==> src/rtl/button_encoder.sv <==
// button_encoder: five raw push-button levels in, one-cycle one-hot button
// codes out. The path is a two-flop synchroniser, then a shared debouncer,
// then a press FSM that only accepts clean single-key presses.
// Optional build macro BUTTON_REPEAT_EN adds auto-repeat for held direction
// keys (bits 0-3); the center key (bit 4) never repeats.
// Handshake: button_o is a pure one-cycle strobe, with no ready/back-pressure.
// A nonzero button_o is the event. held_o is a level that is high while an
// accepted single key stays down.
module button_encoder #(
  parameter int DEBOUNCE_CYCLES = 1_000_000
`ifdef BUTTON_REPEAT_EN
  ,
  parameter int REPEAT_DELAY    = 25_000_000,
  parameter int REPEAT_PERIOD   = 5_000_000
`endif
) (
  input  logic       clk,
  input  logic       rst_n,
  input  logic [4:0] btn_raw_i,
  output logic [4:0] button_o,
  output logic       held_o
);

  localparam int CNT_W = (DEBOUNCE_CYCLES > 1) ? $clog2(DEBOUNCE_CYCLES) : 1;
  localparam logic [CNT_W-1:0] CNT_MAX = CNT_W'(DEBOUNCE_CYCLES - 1);

`ifdef BUTTON_REPEAT_EN
  localparam int R_MAX  = (REPEAT_DELAY > REPEAT_PERIOD) ? REPEAT_DELAY : REPEAT_PERIOD;
  localparam int RCNT_W = (R_MAX > 1) ? $clog2(R_MAX) : 1;
  localparam logic [RCNT_W-1:0] R_DELAY_MAX  = RCNT_W'(REPEAT_DELAY - 1);
  localparam logic [RCNT_W-1:0] R_PERIOD_MAX = RCNT_W'(REPEAT_PERIOD - 1);
`endif

  // The state encoding is kept fixed so a checker can bind to state_q directly.
  typedef enum logic [1:0] {
    S_IDLE    = 2'd0,
    S_PRESSED = 2'd1,
    S_LOCKED  = 2'd2
`ifdef BUTTON_REPEAT_EN
    ,
    S_REPEAT  = 2'd3
`endif
  } state_e;

  logic [4:0]       meta_q;
  logic [4:0]       sync_q;
  logic [4:0]       cand_q;
  logic [CNT_W-1:0] cnt_q;
  logic [4:0]       db_q;
  logic             db_one_hot;

  state_e           state_q, state_d;
  logic [4:0]       key_q, key_d;
  logic [4:0]       button_q, button_d;
`ifdef BUTTON_REPEAT_EN
  logic [RCNT_W-1:0] rcnt_q, rcnt_d;
`endif

  // Two-flop synchroniser for the asynchronous key levels.
  always_ff @(posedge clk) begin
    if (!rst_n) begin
      meta_q <= '0;
      sync_q <= '0;
    end else begin
      meta_q <= btn_raw_i;
      sync_q <= meta_q;
    end
  end

  // Shared debouncer: db_q takes the candidate only after it has been stable
  // for DEBOUNCE_CYCLES cycles. Any change restarts the count.
  always_ff @(posedge clk) begin
    if (!rst_n) begin
      cand_q <= '0;
      cnt_q  <= '0;
      db_q   <= '0;
    end else if (sync_q != cand_q) begin
      cand_q <= sync_q;
      cnt_q  <= '0;
    end else if (cnt_q == CNT_MAX) begin
      db_q   <= cand_q;
    end else begin
      cnt_q  <= cnt_q + 1'b1;
    end
  end

  assign db_one_hot = (db_q != 5'd0) && ((db_q & (db_q - 5'd1)) == 5'd0);

  // Press FSM state, accepted key and registered event strobe.
  always_ff @(posedge clk) begin
    if (!rst_n) begin
      state_q  <= S_IDLE;
      key_q    <= '0;
      button_q <= '0;
`ifdef BUTTON_REPEAT_EN
      rcnt_q   <= '0;
`endif
    end else begin
      state_q  <= state_d;
      key_q    <= key_d;
      button_q <= button_d;
`ifdef BUTTON_REPEAT_EN
      rcnt_q   <= rcnt_d;
`endif
    end
  end

  // Next-state and event logic. A full release is required after any
  // multi-key or changed-key situation before the next press is accepted.
  always_comb begin
    state_d  = state_q;
    key_d    = key_q;
    button_d = '0;
`ifdef BUTTON_REPEAT_EN
    rcnt_d   = rcnt_q;
`endif
    case (state_q)
      S_IDLE: begin
        if (db_one_hot) begin
          state_d  = S_PRESSED;
          key_d    = db_q;
          button_d = db_q;
`ifdef BUTTON_REPEAT_EN
          rcnt_d   = '0;
`endif
        end else if (db_q != 5'd0) begin
          state_d = S_LOCKED;
        end
      end
      S_PRESSED: begin
        if (db_q == 5'd0) begin
          state_d = S_IDLE;
`ifdef BUTTON_REPEAT_EN
          rcnt_d  = '0;
`endif
        end else if (db_q != key_q) begin
          state_d = S_LOCKED;
`ifdef BUTTON_REPEAT_EN
          rcnt_d  = '0;
`endif
        end
`ifdef BUTTON_REPEAT_EN
        else if (!key_q[4]) begin
          if (rcnt_q == R_DELAY_MAX) begin
            button_d = key_q;
            state_d  = S_REPEAT;
            rcnt_d   = '0;
          end else begin
            rcnt_d = rcnt_q + 1'b1;
          end
        end
`endif
      end
      S_LOCKED: begin
        if (db_q == 5'd0) begin
          state_d = S_IDLE;
        end
      end
`ifdef BUTTON_REPEAT_EN
      S_REPEAT: begin
        if (db_q == 5'd0) begin
          state_d = S_IDLE;
          rcnt_d  = '0;
        end else if (db_q != key_q) begin
          state_d = S_LOCKED;
          rcnt_d  = '0;
        end else if (rcnt_q == R_PERIOD_MAX) begin
          button_d = key_q;
          rcnt_d   = '0;
        end else begin
          rcnt_d = rcnt_q + 1'b1;
        end
      end
`endif
      default: begin
        state_d = S_IDLE;
      end
    endcase
  end

  assign button_o = button_q;
`ifdef BUTTON_REPEAT_EN
  assign held_o   = (state_q == S_PRESSED) || (state_q == S_REPEAT);
`else
  assign held_o   = (state_q == S_PRESSED);
`endif

endmodule

==> config.mk <==
export PLATFORM = sky130hd
export DESIGN_NAME = button_encoder
export DESIGN_NICKNAME = d
export VERILOG_FILES = /design/src/rtl/button_encoder.sv
export SDC_FILE = /design/constraint.sdc
export NUM_CORES = 1
export LEC_CHECK = 0
export BUFFER_PORTS_ARGS = -buffer_cell sky130_fd_sc_hd__buf_4
export CAP_MARGIN = 10
export CORE_MARGIN = 2
export CORE_UTILIZATION = 60
export DETAILED_ROUTE_END_ITERATION = 6
export GPL_ROUTABILITY_DRIVEN = 0
export PLACE_DENSITY = 0.79
export SLEW_MARGIN = 20
export SYNTH_ARGS = -nofsm -noshare
export SYNTH_HDL_FRONTEND = slang
export SYNTH_SLANG_ARGS = --single-unit
export TNS_END_PERCENT = 100
==> constraint.sdc <==
create_clock -name clk -period 3.76 [get_ports clk]
set_input_delay 0.188 -clock clk [delete_from_list [all_inputs] [get_ports clk]]
set_output_delay 0.188 -clock clk [all_outputs]
set_load 0.01 [all_outputs]
==> impl_metrics.json <==
{
  "critical_path_cell_count": 6,
  "drtAntennaViolNets": 0,
  "vias_per_cell": 5.46,
  "cts.repair.resized": 0,
  "required_time_worst_endpoint_ns": 4.07,
  "final_core_util_pct": 69.4,
  "synth_seq_area_share_pct": 49.8,
  "synth_seq_cells": 52,
  "cap_viol_max_count": 0,
  "number_of_clock_sinks": 52,
  "starting_utilization_of_the_core_area_pct": 62.7,
  "synth-edff-count": 0,
  "via_count": 1523,
  "global_route.overflow_total": 0,
  "number_of_hold_slack_violations_in_the_final_timing_report": 0,
  "drive_above_1_share_pct": 12.4,
  "worstSkewPairLatency_ns": 0.38,
  "synth.distinct_cells": 38,
  "finalClockSkew_ns": 0.0106,
  "power_density_nw_per_um2": 402,
  "io_buffer_count": 12,
  "die_height_um": 63.0,
  "ctsLongestPathBuffers": 2,
  "via_count_of_the_first_global_routing_pass": 1552,
  "sum_of_buffers_and_inverters_on_the_critical_path": 0,
  "fp.dieW_um": 63.0,
  "hp-class": "in2reg",
  "postSynthNetCount": 226,
  "post-route-drc-count": 0,
  "r2r_setup_slack_ns": 1.79,
  "reg_clk_slew_reported_paths_ns": 0.14,
  "final_worst_path_period_need_ns": 1.97,
  "slowest_delay_ns": 0.45,
  "synth.yosys.warnings": 0,
  "synthesis.area_per_instance_sq_um": 9.59,
  "cts_hold_buf": 0,
  "unrepaired_setup_endpoints_after_global_routing": "false",
  "r2r_start": "cnt_q[0]",
  "antenna_found_initial": 0,
  "timing.critical_path.cells": "ha_1 -> nand3_1 -> nor2_1 -> nand4_1 -> nor3_2 -> mux2i_1",
  "place.detailed.instances": 270,
  "cp.arrival_ns": 2.28,
  "grt_first_pass_wirelength_um": 6470,
  "ctsHtreeMaxLevel": 2,
  "areaGrowthSynthToFinish_pct": 10.7,
  "hold_end": "meta_q[0]",
  "io_pins": 13,
  "synth-main-ff-cell": "dfxtp_1",
  "dp_hpwl_um": 2570,
  "antenna_diodes": 0,
  "max_freq_ghz": 0.507,
  "fin_nets": 240,
  "finalSetupViolCount": 0,
  "ff2ff_path_depth": 6,
  "timing_worst_setup_path_type": "reg2reg",
  "timing.critical_path.fanout_max": 5,
  "final_cell_count_no_fill": 279,
  "mappedNetlistArea_sq_um": 2090,
  "irDropWorstVdd_mv": 0.301,
  "hold_path_startpoint": "btn_raw_i[0]",
  "setup_repair_bufs_after_cts": 0,
  "crit-reg2reg-capture": "db_q[0]",
  "grt_max_degree": 35,
  "layout_worst_path_cycle_share_pct": 52.5,
  "cpLargestDelayFamily": "simple AND/OR/NAND/NOR gates",
  "crit_path_top_delay_cell": "nor3_2",
  "placementRows": 21,
  "worstSetupStartpointType": "flop",
  "die_area_sq_um": 3970,
  "cts-buffers-inserted": 5,
  "routedWlPerCell_um": 13.1,
  "all_layer_global_routing_usage_pct": 20.5,
  "leakage_nw": 0.839,
  "maxSlewViolCount": 0,
  "detailedRoute.firstPassIterationCount": 4,
  "synth_cells": 218,
  "tritoncts": "built",
  "endpoint_kind": "flop",
  "tns_setup_ns": 0,
  "holdPathStages": 2,
  "synth_async_reset_ratio_pct": 0,
  "fillers": 286,
  "drt_iter0_drc": 107,
  "totalWireLength_um": 3650,
  "run_status": "finished clean",
  "core_region_area_sq_um": 3340,
  "root_buffer": "clkbuf_4",
  "max_slew_margin_pct": 55.0,
  "worst-slew-pin-transition_ns": 0.675
}
==> metal layers <==
metal | wire, um | track usage [%] | up-vias
met3 | 130 | 4.68 | 10
met2 | 1750 | 34.7 | 30
met5 | 0 | 0 | -
met1 | 1680 | 24.1 | 715
met4 | 87 | 10.8 | 0
li1 | - | - | 768
==> worst max path at each step <==
stage	startpoint	end	slack (ns)
floorplan	cnt_q[0]	db_q[0]	2.10
global placement	cnt_q[0]	db_q[1]	1.98
detailed placement	cnt_q[0]	db_q[3]	1.86
CTS	cnt_q[0]	db_q[0]	1.77
global route	cnt_q[0]	db_q[0]	1.60
finish	cnt_q[0]	db_q[0]	1.79
==> worst reg2reg max path: cells and delay by family, from the launching register on <==
kind,cells,cell delay (ns)
mux,1,0.26
simple gates,4,1.02
fa+ha+maj,1,0.21
flops,1,0.42
==> report_power, final <==
group	switching, mW	internal [mW]
logic	0.0186	0.0137
registers	0.00454	0.559
clock network	0.174	0.159
==> cells in the final DEF, fill, tap and decap left out, drive strengths merged <==
| cell | n |
|---|---|
| ha | 1 |
| o21bai | 3 |
| mux2i | 8 |
| nor2 | 20 |
| inv | 5 |
| buf | 12 |
| and3 | 8 |
| a22oi | 1 |
| o22ai | 1 |
| xnor2 | 19 |
| nand4 | 3 |
| o211ai | 1 |
| or4b | 1 |
| clkbuf | 6 |
| and4 | 2 |
| and2 | 15 |
| a21oi | 4 |
| o21ai | 4 |
| a2111oi | 1 |
| clkinv | 1 |
| or2 | 2 |
| o31ai | 1 |
| dlygate4sd3 | 1 |
| or4 | 1 |
| nor4b | 1 |
| nor2b | 1 |
| dfxtp | 52 |
| xor2 | 6 |
| nor4 | 3 |
| and4b | 1 |
| nand2 | 19 |
| nand3 | 8 |
| nand2b | 4 |
| bufinv | 1 |
| o21a | 1 |
| or3 | 4 |
| nor3 | 11 |
==> metrics by stage <==
step / hold slack, ns / worst slack, ns / total power [mW] / cell area, sq um
6_report: 0.00980 / 1.79 / 0.930 / 2310
5_1_grt: 0.000515 / 1.60 / 0.965 / 2310
4_1_cts: 0.000563 / 1.77 / 0.934 / 2300
3_5_place_dp: 0.401 / 1.86 / 0.607 / 2210
3_3_place_gp: 0.398 / 1.98 / 0.605 / 2210
2_1_floorplan: 0.315 / 2.10 / 0.597 / 2090
==> registers in the layout, summed over array words and instances, names as in the netlist <==
register	count
cnt_q	20
button_o	5
cand_q	5
db_q	5
key_q	5
meta_q	5
sync_q	5
state_q	2
==> final cells by class <==
cell class,count,area [sq um],area share [%]
timing repair buffer,13,100,4.32
multi-input combinational,155,1010,43.5
clock inverter,2,38.8,1.68
clock buffer,6,51.3,2.22
inverter,5,18.8,0.811
sequential,52,1040,45.0
tap,46,57.6,2.49
==> synth_stat cells (4+ instances only) <==
cell type  number  area (sq um)
inv_1           5          18.8
xnor2_1        19           166
and2_1         15          93.8
nand2b_1        4          25.0
xor2_1          6          52.6
nand2_1        19          71.3
clkbuf_1        5          18.8
nand3_1         8          40.0
mux2i_1         8          80.1
nor3_2          4          40.0
or3_1           4          25.0
dfxtp_1        52          1040
nor2_1         18          67.6
and3_1          8          50.1
o21ai_0         4          20.0
a21oi_1         4          20.0
nor3_1          7          35.0
==> kinds of logic (layout without fill, tap and decap cells) <==
family | count (synthesis) | count (layout) | synth area share (%)
flip-flops | 52 | 52 | 49.8
AO/OA/AOI/OAI | 17 | 17 | 5.75
AND/OR/NAND/NOR | 104 | 104 | 27.5
adder cells (fa/ha/maj) | 1 | 1 | 0.598
multiplexers | 8 | 8 | 3.83
buffers and inverters | 11 | 26 | 2.03
XOR/XNOR | 25 | 25 | 10.5
(Power assumes the default switching activity.)
